===== src/rtl/factorial_engine_if.sv =====
// GO/DONE handshake and result bus of the factorial engine.
// The engine sits on the slave side; the host drives the master side.
interface factorial_engine_if #(
  parameter int WIDTH   = 32,
  parameter int N_WIDTH = 4
);
  logic               GO;
  logic [N_WIDTH-1:0] N;
  logic               BUSY;
  logic               DONE;
  logic               ERR;
  logic [WIDTH-1:0]   RESULT;

  modport master (output GO, output N, input BUSY, input DONE, input ERR, input RESULT);
  modport slave  (input GO, input N, output BUSY, output DONE, output ERR, output RESULT);
endinterface


===== src/rtl/factorial_engine.sv =====
// Iterative factorial unit: RESULT = N! mod 2^WIDTH, with an overflow flag.
// The product is multiplied by a down-counter from N to 2, one step per clock.
module factorial_engine #(
  parameter int WIDTH   = 32,
  parameter int N_WIDTH = 4
) (
  input  logic                CLK,
  input  logic                RST,
  factorial_engine_if.slave   bus
);

  typedef enum logic [1:0] {
    IDLE = 2'd0,
    CALC = 2'd1,
    FIN  = 2'd2
  } state_t;

  state_t               state_reg, state_next;
  logic [N_WIDTH-1:0]   counter_reg, counter_next;
  logic [WIDTH-1:0]     product_reg, product_next;
  logic [WIDTH-1:0]     result_reg, result_next;
  logic                 err_reg, err_next;
  logic                 ovf_reg, ovf_next;
  logic                 busy, done;

  logic [2*WIDTH-1:0]   product_ext;
  logic [2*WIDTH-1:0]   counter_ext;
  logic [2*WIDTH-1:0]   full_product;

  assign product_ext  = {{WIDTH{1'b0}}, product_reg};
  assign counter_ext  = {{(2*WIDTH-N_WIDTH){1'b0}}, counter_reg};
  assign full_product = product_ext * counter_ext;

  always_ff @(posedge CLK) begin
    if (RST) begin
      state_reg   <= IDLE;
      counter_reg <= '0;
      product_reg <= '0;
      result_reg  <= '0;
      err_reg     <= 1'b0;
      ovf_reg     <= 1'b0;
    end else begin
      state_reg   <= state_next;
      counter_reg <= counter_next;
      product_reg <= product_next;
      result_reg  <= result_next;
      err_reg     <= err_next;
      ovf_reg     <= ovf_next;
    end
  end

  always_comb begin
    state_next   = state_reg;
    counter_next = counter_reg;
    product_next = product_reg;
    result_next  = result_reg;
    err_next     = err_reg;
    ovf_next     = ovf_reg;
    busy         = 1'b0;
    done         = 1'b0;

    case (state_reg)
      IDLE: begin
        if (bus.GO) begin
          counter_next = bus.N;
          product_next = WIDTH'(1);
          ovf_next     = 1'b0;
          err_next     = 1'b0;
          state_next   = CALC;
        end
      end
      CALC: begin
        busy = 1'b1;
        if (counter_reg > N_WIDTH'(1)) begin
          // Overflow is sticky: later truncated steps cannot clear it.
          product_next = full_product[WIDTH-1:0];
          ovf_next     = ovf_reg | (|full_product[2*WIDTH-1:WIDTH]);
          counter_next = counter_reg - N_WIDTH'(1);
        end else begin
          result_next = product_reg;
          err_next    = ovf_reg;
          state_next  = FIN;
        end
      end
      FIN: begin
        done       = 1'b1;
        state_next = IDLE;
      end
      default: begin
        state_next = IDLE;
      end
    endcase
  end

  assign bus.BUSY   = busy;
  assign bus.DONE   = done;
  assign bus.ERR    = err_reg;
  assign bus.RESULT = result_reg;

endmodule


===== src/flat_wrapper.sv =====
// flat-port wrapper written by rule: the top's interface ports become plain ports
module factorial_engine_flat 
#(
  parameter int WIDTH   = 32,
  parameter int N_WIDTH = 4
)
  (CLK, RST, bus_GO, bus_N, bus_BUSY, bus_DONE, bus_ERR, bus_RESULT);
  factorial_engine_if #(.WIDTH(WIDTH), .N_WIDTH(N_WIDTH)) bus_i ();
  input  logic CLK;
  input  logic RST;
  input wire logic [$bits(bus_i.GO)-1:0] bus_GO;
  input wire logic [$bits(bus_i.N)-1:0] bus_N;
  output wire logic [$bits(bus_i.BUSY)-1:0] bus_BUSY;
  output wire logic [$bits(bus_i.DONE)-1:0] bus_DONE;
  output wire logic [$bits(bus_i.ERR)-1:0] bus_ERR;
  output wire logic [$bits(bus_i.RESULT)-1:0] bus_RESULT;
  assign bus_i.GO = bus_GO;
  assign bus_i.N = bus_N;
  assign bus_BUSY = bus_i.BUSY;
  assign bus_DONE = bus_i.DONE;
  assign bus_ERR = bus_i.ERR;
  assign bus_RESULT = bus_i.RESULT;
  factorial_engine #(.WIDTH(WIDTH), .N_WIDTH(N_WIDTH)) u_core (.CLK(CLK), .RST(RST), .bus(bus_i));
endmodule

===== config.mk =====
export PLATFORM = sky130hd
export DESIGN_NAME = factorial_engine_flat
export DESIGN_NICKNAME = d
export VERILOG_FILES = /design/src/rtl/factorial_engine_if.sv /design/src/rtl/factorial_engine.sv /design/src/flat_wrapper.sv
export SDC_FILE = /design/constraint.sdc
export NUM_CORES = 1
export LEC_CHECK = 0
export BUFFER_PORTS_ARGS = -buffer_cell sky130_fd_sc_hd__buf_2
export CAP_MARGIN = 15
export CELL_PAD_IN_SITES_DETAIL_PLACEMENT = 0
export CELL_PAD_IN_SITES_GLOBAL_PLACEMENT = 1
export CORE_MARGIN = 5
export CORE_UTILIZATION = 36
export CTS_CLUSTER_SIZE = 30
export DETAILED_ROUTE_END_ITERATION = 10
export GPL_ROUTABILITY_DRIVEN = 0
export GPL_TIMING_DRIVEN = 1
export HOLD_SLACK_MARGIN = 0.02
export PLACE_DENSITY = 0.73
export SLEW_MARGIN = 15
export SYNTH_ARGS = -nofsm -noshare
export SYNTH_HDL_FRONTEND = slang
export SYNTH_SLANG_ARGS = --single-unit

===== constraint.sdc =====
create_clock -name CLK -period 8.3 [get_ports CLK]
set_input_delay 0.83 -clock CLK [delete_from_list [all_inputs] [get_ports CLK]]
set_output_delay 0.83 -clock CLK [all_outputs]
set_load 0.01 [all_outputs]

==> flow_metrics.py, run 1 <==
metrics = {
    "sta": {
        "tns_ns": 0,
        "rsz0062_at_grt": "false",
        "fin_crit_ns": 4.90,
        "finalHoldViolations": 0,
        "fmax_mhz": 204,
        "setup_viol": 0,
        "setup_slack_ns": 3.40,
        "relSlewSlack_pct": 28.4,
        "skew_ns": 0.00877,
        "maxSlewViolCount": 0,
        "period_share_pct": 59.1,
        "tightest_slew_ns": 1.07,
        "whs_ns": 0.450,
    },
    "setup_path": {
        "critical_path.endpoint_type": "flip-flop",
        "worstPathRequired_ns": 8.54,
        "arrival_ns": 5.14,
        "slowest_delay_ns": 0.61,
        "path_cells": "buf_4, and2_1, fa_1, inv_1, fa_1, inv_1, ha_1, and4_1, a21oi_1, nand3_1, o31ai_1, o21ai_0, a31oi_1, xor2_1, o2111ai_1, o221a_1",
        "crit_fanout": 24,
        "cp-start-kind": "flip-flop",
        "criticalPathCategory": "flip-flop to flip-flop",
        "cpMaxStageDelayCell": "dfxtp_1",
    },
    "clocking": {
        "clockBufferDepth": 2,
        "cts_tree": "built",
        "cts_hold_buf": 0,
        "root_buffer": "clkbuf_16",
        "cts_max_level": 3,
        "clkLatencyLatePin_ns": 0.35,
        "cts_setup_buffers": 0,
        "ctsResizeCount": 0,
        "cts_made_buffers": 9,
        "clkTransAtPathRegs_ns": 0.06,
        "clock-sinks": 72,
    },
    "die": {
        "die_w_um": 147,
        "chipHeight_um": 147,
        "num_rows": 50,
        "dieArea_sq_um": 21700,
        "ios": 42,
        "core_area_sq_um": 18600,
        "start_util_pct": 36.4,
    },
    "final_layout": {
        "antennaDiodeCount": 0,
        "drive_gt1_share_pct": 7.68,
        "fin_nets": 1030,
        "area_growth_pct": 10.4,
    },
    "global_routing": {
        "antenna_found_initial": 0,
        "grt_pass1_vias": 5992,
        "gr-total-overflow": 0,
        "grt_max_degree": 76,
        "grt_pass1_wl_um": 31100,
        "track_usage_pct": 17.5,
    },
    "synth": {
        "synthCells": 900,
        "ys_seq_area_share_pct": 21.3,
        "synthesis.nets": 1009,
        "syn_avg_cell_area_sq_um": 7.54,
        "ys_ff_latch": 72,
        "synth_area_sq_um": 6780,
        "synth_enable_flop_cells": 0,
        "ys_async_sr_fraction_pct": 0,
        "yosys_warnings": 0,
        "synthDistinctLibCells": 49,
        "synthFlopType": "dfxtp_1",
    },
    "pwr": {
        "clkPwrFrac_pct": 43.2,
        "p_int_uw": 575,
        "p_sw_uw": 260,
        "powerDensity_nw_per_um2": 112,
        "power_leakage_uw": 0.00344,
        "p_seq_share_pct": 42.8,
        "sw_frac_of_total_pct": 31.1,
        "p_total_uw": 835,
        "pwr-share-comb_pct": 14.1,
        "vdd_drop_max_mv": 0.0592,
    },
    "flow_run": {
        "cap_violations": 0,
    },
    "detailed_routing": {
        "vias_per_cell": 5.12,
        "wl_per_cell_um": 15.7,
        "drtPass1Iterations": 5,
        "drtIter0Drc": 347,
        "vias": 5932,
        "drc": 0,
        "ant_nets": 0,
        "wl_um": 18200,
    },
    "outcome": {
        "outcome": "finished clean",
    },
    "worst_hold_path": {
        "min_path_type": "flip-flop to flip-flop",
    },
    "placed_design": {
        "dpl_worst_slack_ns": 3.43,
        "place_hpwl_um": 13100,
        "io_buffer_count": 41,
    },
}
==> layer usage <==
layer  vias up  share of wire (%)  track usage [%]
met5         -                  0                0
met4         0                2.0             5.45
met3        29                3.1             2.87
met2       122                 47             28.8
met1      2830                 48             23.6
li1       2951                  -                -
==> worst max-delay path: cells and delay by family, from the launching register on <==
| kind | cells | cell delay (ns) |
|---|---|---|
| AO/OA/AOI/OAI | 6 | 1.65 |
| XOR/XNOR | 1 | 0.20 |
| adder cells (fa/ha/maj) | 3 | 1.39 |
| buffers and inverters | 3 | 0.42 |
| flip-flops | 1 | 0.61 |
| AND/OR/NAND/NOR | 3 | 0.51 |
==> cells by family (layout without fill, tap and decap cells) <==
family / count (synthesis) / count (layout) / share of synthesized area, %
AND/OR/NAND/NOR: 353 / 353 / 25.1
adder cells (fa/ha/maj): 102 / 102 / 25.5
flip-flops: 72 / 72 / 21.3
buffers and inverters: 166 / 191 / 9.22
AO/OA/AOI/OAI: 183 / 183 / 15.9
XOR/XNOR: 24 / 24 / 3.10
==> final timing paths <==
kind / startpoint / end / slack (ns) / cells after the start
worst min register to register: u_core.bus.RESULT[10] / u_core.bus.RESULT[10] / 0.45 / 2
worst max-delay path: u_core.counter_reg[3] / u_core.ovf_reg / 3.40 / 16
worst min-delay path: u_core.bus.RESULT[10] / u_core.bus.RESULT[10] / 0.45 / 2
worst max register to register: u_core.counter_reg[3] / u_core.ovf_reg / 3.40 / 16
==> cell usage in the layout (no fill, tap or decap), types with 3 or more instances in the layout <==
| cell | n |
|---|---|
| nand3_1 | 37 |
| and2_1 | 92 |
| a22oi_1 | 3 |
| ha_1 | 42 |
| buf_4 | 11 |
| o21ai_0 | 22 |
| o21bai_1 | 4 |
| o31a_1 | 3 |
| nand2_1 | 152 |
| nor3_1 | 5 |
| a211oi_1 | 7 |
| and3_1 | 7 |
| o21a_1 | 3 |
| fa_1 | 60 |
| nand2b_1 | 4 |
| xor2_1 | 9 |
| a21o_1 | 12 |
| nor2_1 | 35 |
| nor2b_1 | 4 |
| inv_1 | 123 |
| nand4b_1 | 3 |
| xnor2_1 | 15 |
| dfxtp_1 | 72 |
| o211ai_1 | 6 |
| o31ai_1 | 5 |
| a21oi_1 | 103 |
| clkbuf_16 | 9 |
| buf_2 | 41 |
==> through the flow <==
stage	instance area (sq um)	cells	utilization (%)
CTS	7490	1159	40.2
global route	7490	1159	40.2
global placement	7220	1144	38.7
finish	7490	1159	40.2
detailed placement	7220	1144	38.8
floorplan	6780	900	-
==> power by group through the flow <==
stage | logic (uW) | registers [uW] | clock network [uW]
after floorplan | 73.5 | 360 | 0
after global placement | 118 | 365 | 0
after detailed placement | 119 | 365 | 0
after CTS | 120 | 357 | 375
after global routing | 131 | 358 | 389
final | 118 | 357 | 361
==> synth_stat cells, types with 2 or more instances <==
library cell  count  area [sq um]
nand3_1          37           185
dfxtp_1          72          1440
nand2b_1          4          25.0
o32ai_1           2          17.5
buf_2             2          10.0
a21o_1           12          90.1
nor3_1            5          25.0
o21ai_0          22           110
nand4b_1          3          26.3
nor2b_1           4          25.0
nand4_1           2          12.5
nor4_1            2          12.5
nand3b_1          2          15.0
a22oi_1           3          22.5
a211oi_1          7          52.6
and4_1            2          17.5
fa_1             60          1200
nand2_1         152           571
buf_1             2          7.51
xor2_1            9          78.8
o31ai_1           5          37.5
a31oi_1           2          12.5
or3_1             2          12.5
xnor2_1          15           131
inv_1           123           462
nor2_1           36           135
ha_1             42           526
and3_1            7          43.8
o21a_1            3          22.5
clkbuf_1         38           143
o211ai_1          6          45.0
o31a_1            3          26.3
o21bai_1          4          30.0
a21oi_1         104           521
and2_1           92           576
==> area by class of cell <==
class	count	area (sq um)
Sequential cell	72	1440
Inverter	124	465
Clock inverter	5	35.0
Timing Repair Buffer	52	288
Multi-Input combinational cell	662	4740
Tap cell	234	293
Fill cell	1973	11200
Clock buffer	10	229
(Power assumes the default switching activity.)
==> run 2: changes to the inputs <==
--- a/config.mk
+++ b/config.mk
@@ -5,6 +5,7 @@
 export SDC_FILE = /design/constraint.sdc
 export NUM_CORES = 1
 export LEC_CHECK = 0
+export ABC_AREA = 1
 export BUFFER_PORTS_ARGS = -buffer_cell sky130_fd_sc_hd__buf_2
 export CAP_MARGIN = 15
 export CELL_PAD_IN_SITES_DETAIL_PLACEMENT = 0
@@ -16,7 +17,7 @@
 export GPL_ROUTABILITY_DRIVEN = 0
 export GPL_TIMING_DRIVEN = 1
 export HOLD_SLACK_MARGIN = 0.02
-export PLACE_DENSITY = 0.73
+export PLACE_DENSITY = 0.78
 export SLEW_MARGIN = 15
 export SYNTH_ARGS = -nofsm -noshare
 export SYNTH_HDL_FRONTEND = slang
==> constraint.sdc (replaced) <==
create_clock -name CLK -period 4.5 [get_ports CLK]
set_input_delay 0.45 -clock CLK [delete_from_list [all_inputs] [get_ports CLK]]
set_output_delay 0.45 -clock CLK [all_outputs]
set_load 0.01 [all_outputs]
==> flow_metrics.py, run 2 <==
metrics = {
    "final_layout": {
        "post-route-util_pct": 40.6,
        "seq_area_sq_um": 1440,
        "fill_cells": 2237,
        "stdcell_count": 1462,
        "antennaDiodeCount": 0,
        "fin_nets": 1296,
        "final_common_cell": "nand2_1",
        "final_cell_mix": "nand2_1 (331), inv_1 (304), a21oi_1 (110)",
        "drive_gt1_share_pct": 7.97,
        "multi_input_area_sq_um": 4650,
        "area_growth_pct": 10.7,
    },
    "synth": {
        "ys_seq_area_share_pct": 19.4,
        "synth_area_sq_um": 7410,
        "synthCells": 1162,
        "ys_ff_latch": 72,
        "synth.most_common_cell": "nand2_1",
        "ys_async_sr_fraction_pct": 0,
        "synth_largest_area_cell": "dfxtp_1",
        "synthesis.nets": 1271,
        "synth_common_cells": "nand2_1 (331), inv_1 (304), a21oi_1 (110)",
        "synth_top_cell_area_share_pct": 19.4,
        "yosys-top-cells-area": "dfxtp_1 (19%), nand2_1 (17%), fa_1 (16%), inv_1 (15%), a21oi_1 (7.4%)",
        "synth_enable_flop_cells": 0,
        "synthDistinctLibCells": 43,
        "syn_avg_cell_area_sq_um": 6.38,
        "yosys_warnings": 0,
        "synthFlopType": "dfxtp_1",
    },
    "global_routing": {
        "met2_usage_pct": 29.1,
        "antenna_found_initial": 0,
        "grt_use_met1_pct": 22.8,
        "grt_pass1_vias": 6883,
        "grt_max_degree": 67,
        "track_usage_pct": 17.3,
        "met3_usage_pct": 2.49,
        "grt_most_used_layer": "met2",
        "gr-total-overflow": 0,
        "grt_pass1_wl_um": 33700,
    },
    "sta": {
        "fin_crit_ns": 3.73,
        "relSlewSlack_pct": 26.6,
        "rsz0062_at_grt": "false",
        "skew_ns": 0.00774,
        "period_share_pct": 82.9,
        "setup_viol": 0,
        "setup_slack_ns": 0.769,
        "fmax_mhz": 268,
        "maxSlewViolCount": 0,
        "finalHoldViolations": 0,
        "tns_ns": 0,
        "tightest_slew_ns": 1.10,
    },
    "pwr": {
        "pwr-share-comb_pct": 20.1,
        "powerDensity_nw_per_um2": 237,
        "vdd_drop_max_mv": 0.113,
        "p_total_uw": 1950,
        "sw_frac_of_total_pct": 31.5,
        "p_int_uw": 1330,
        "power_leakage_uw": 0.00473,
        "p_seq_share_pct": 36.7,
        "clkPwrFrac_pct": 43.2,
        "p_sw_uw": 613,
    },
    "detailed_routing": {
        "wl_per_cell_um": 13.3,
        "wl_um": 19500,
        "drc": 0,
        "vias_per_cell": 4.65,
        "vias": 6795,
        "ant_nets": 0,
        "drtIter0Drc": 339,
        "drtPass1Iterations": 5,
    },
    "die": {
        "num_rows": 52,
        "start_util_pct": 36.6,
        "ios": 42,
        "dieArea_sq_um": 23600,
        "chipHeight_um": 153,
        "die_w_um": 153,
        "core_area_sq_um": 20200,
    },
    "setup_path": {
        "cp.buffers_inverters": 2,
        "cpMostUsedCell": "nand2_1",
        "crit_fanout": 33,
        "criticalPathCategory": "flip-flop to flip-flop",
        "crit_family": "adder cells",
        "cpMaxStageDelayCell": "fa_1",
        "worstPathRequired_ns": 4.73,
        "cp-start-kind": "flip-flop",
        "critical_path.endpoint_type": "flip-flop",
        "arrival_ns": 3.96,
        "slowest_delay_ns": 0.52,
        "path_cells": "buf_4, nand2_1, fa_1, inv_1, fa_1, fa_1, nand2_1, nand2_1, nand3_1, nand2_1, nand2_1, nand2_1, nand2_1, nand3_1, nand2_1, nand3_1, o21ai_1, a21oi_1",
    },
    "clocking": {
        "ctsResizeCount": 0,
        "root_buffer": "clkbuf_16",
        "cts_setup_buffers": 0,
        "cts_hold_buf": 0,
        "cts_tree": "built",
        "clock-sinks": 72,
        "cts_made_buffers": 9,
        "clockBufferDepth": 2,
        "clkTransAtPathRegs_ns": 0.06,
        "clkLatencyLatePin_ns": 0.35,
        "cts_max_level": 3,
    },
    "placed_design": {
        "dpl_worst_slack_ns": 0.832,
        "post-place-cells": 1446,
        "place_hpwl_um": 14800,
        "io_buffer_count": 41,
    },
    "worst_hold_path": {
        "min_path_type": "primary input to flip-flop",
    },
    "flow_run": {
        "cap_violations": 0,
    },
    "outcome": {
        "outcome": "finished clean",
    },
}
## run 2: power by group through the flow
stage	Combinational, uW	Sequential (uW)	Clock [uW]
2_1_floorplan	252	746	0
3_5_place_dp	397	730	0
3_3_place_gp	397	728	0
4_1_cts	398	717	865
6_report	392	715	841
5_1_grt	439	723	894
## run 2: worst reg2reg max path: stages, from the launching register on
cell	delay, ns
dfxtp_1	0.31
buf_4	0.34
nand2_1	0.17
fa_1	0.50
inv_1	0.05
fa_1	0.52
fa_1	0.49
nand2_1	0.09
nand2_1	0.10
nand3_1	0.11
nand2_1	0.11
nand2_1	0.13
nand2_1	0.14
nand2_1	0.12
nand3_1	0.07
nand2_1	0.09
nand3_1	0.07
o21ai_1	0.13
a21oi_1	0.08
## run 2: metal layers
layer / up-vias / wire [um]
met5: - / 0
met4: 0 / 471
met3: 33 / 770
met2: 115 / 9020
met1: 3120 / 9240
li1: 3527 / -
## run 2: stage by stage
stage / hold slack (ns) / instance area [sq um]
after floorplan: 0.427 / 7410
after global placement: 0.429 / 7870
after detailed placement: 0.435 / 7870
after CTS: 0.358 / 8210
after global routing: 0.398 / 8210
final: 0.367 / 8210
## run 2: layout make-up
type	count	share of cell area, %
flip-flops and latches	72	17.6
well taps	270	4.12
repair buffers	50	3.32
clock inverters	4	0.915
inverters	310	14.2
clock buffers	12	3.25
multi-input cells	744	56.6
## run 2: cell families after synthesis
logic type / count (synthesis) / share of synthesized area (%)
compound gates: 200 / 14.9
xor+xnor: 1 / 0.118
fa+ha+maj: 102 / 23.3
buf+inv: 346 / 17.9
flops: 72 / 19.4
simple gates: 441 / 24.3
## run 2: worst paths after layout
kind	from	to	slack, ns	cells past startpoint
min	bus_N[0]	u_core.counter_reg[0]	0.37	3
min reg2reg	u_core.bus.RESULT[26]	u_core.bus.RESULT[26]	0.44	2
max	u_core.counter_reg[1]	u_core.ovf_reg	0.77	18
max reg2reg	u_core.counter_reg[1]	u_core.ovf_reg	0.77	18
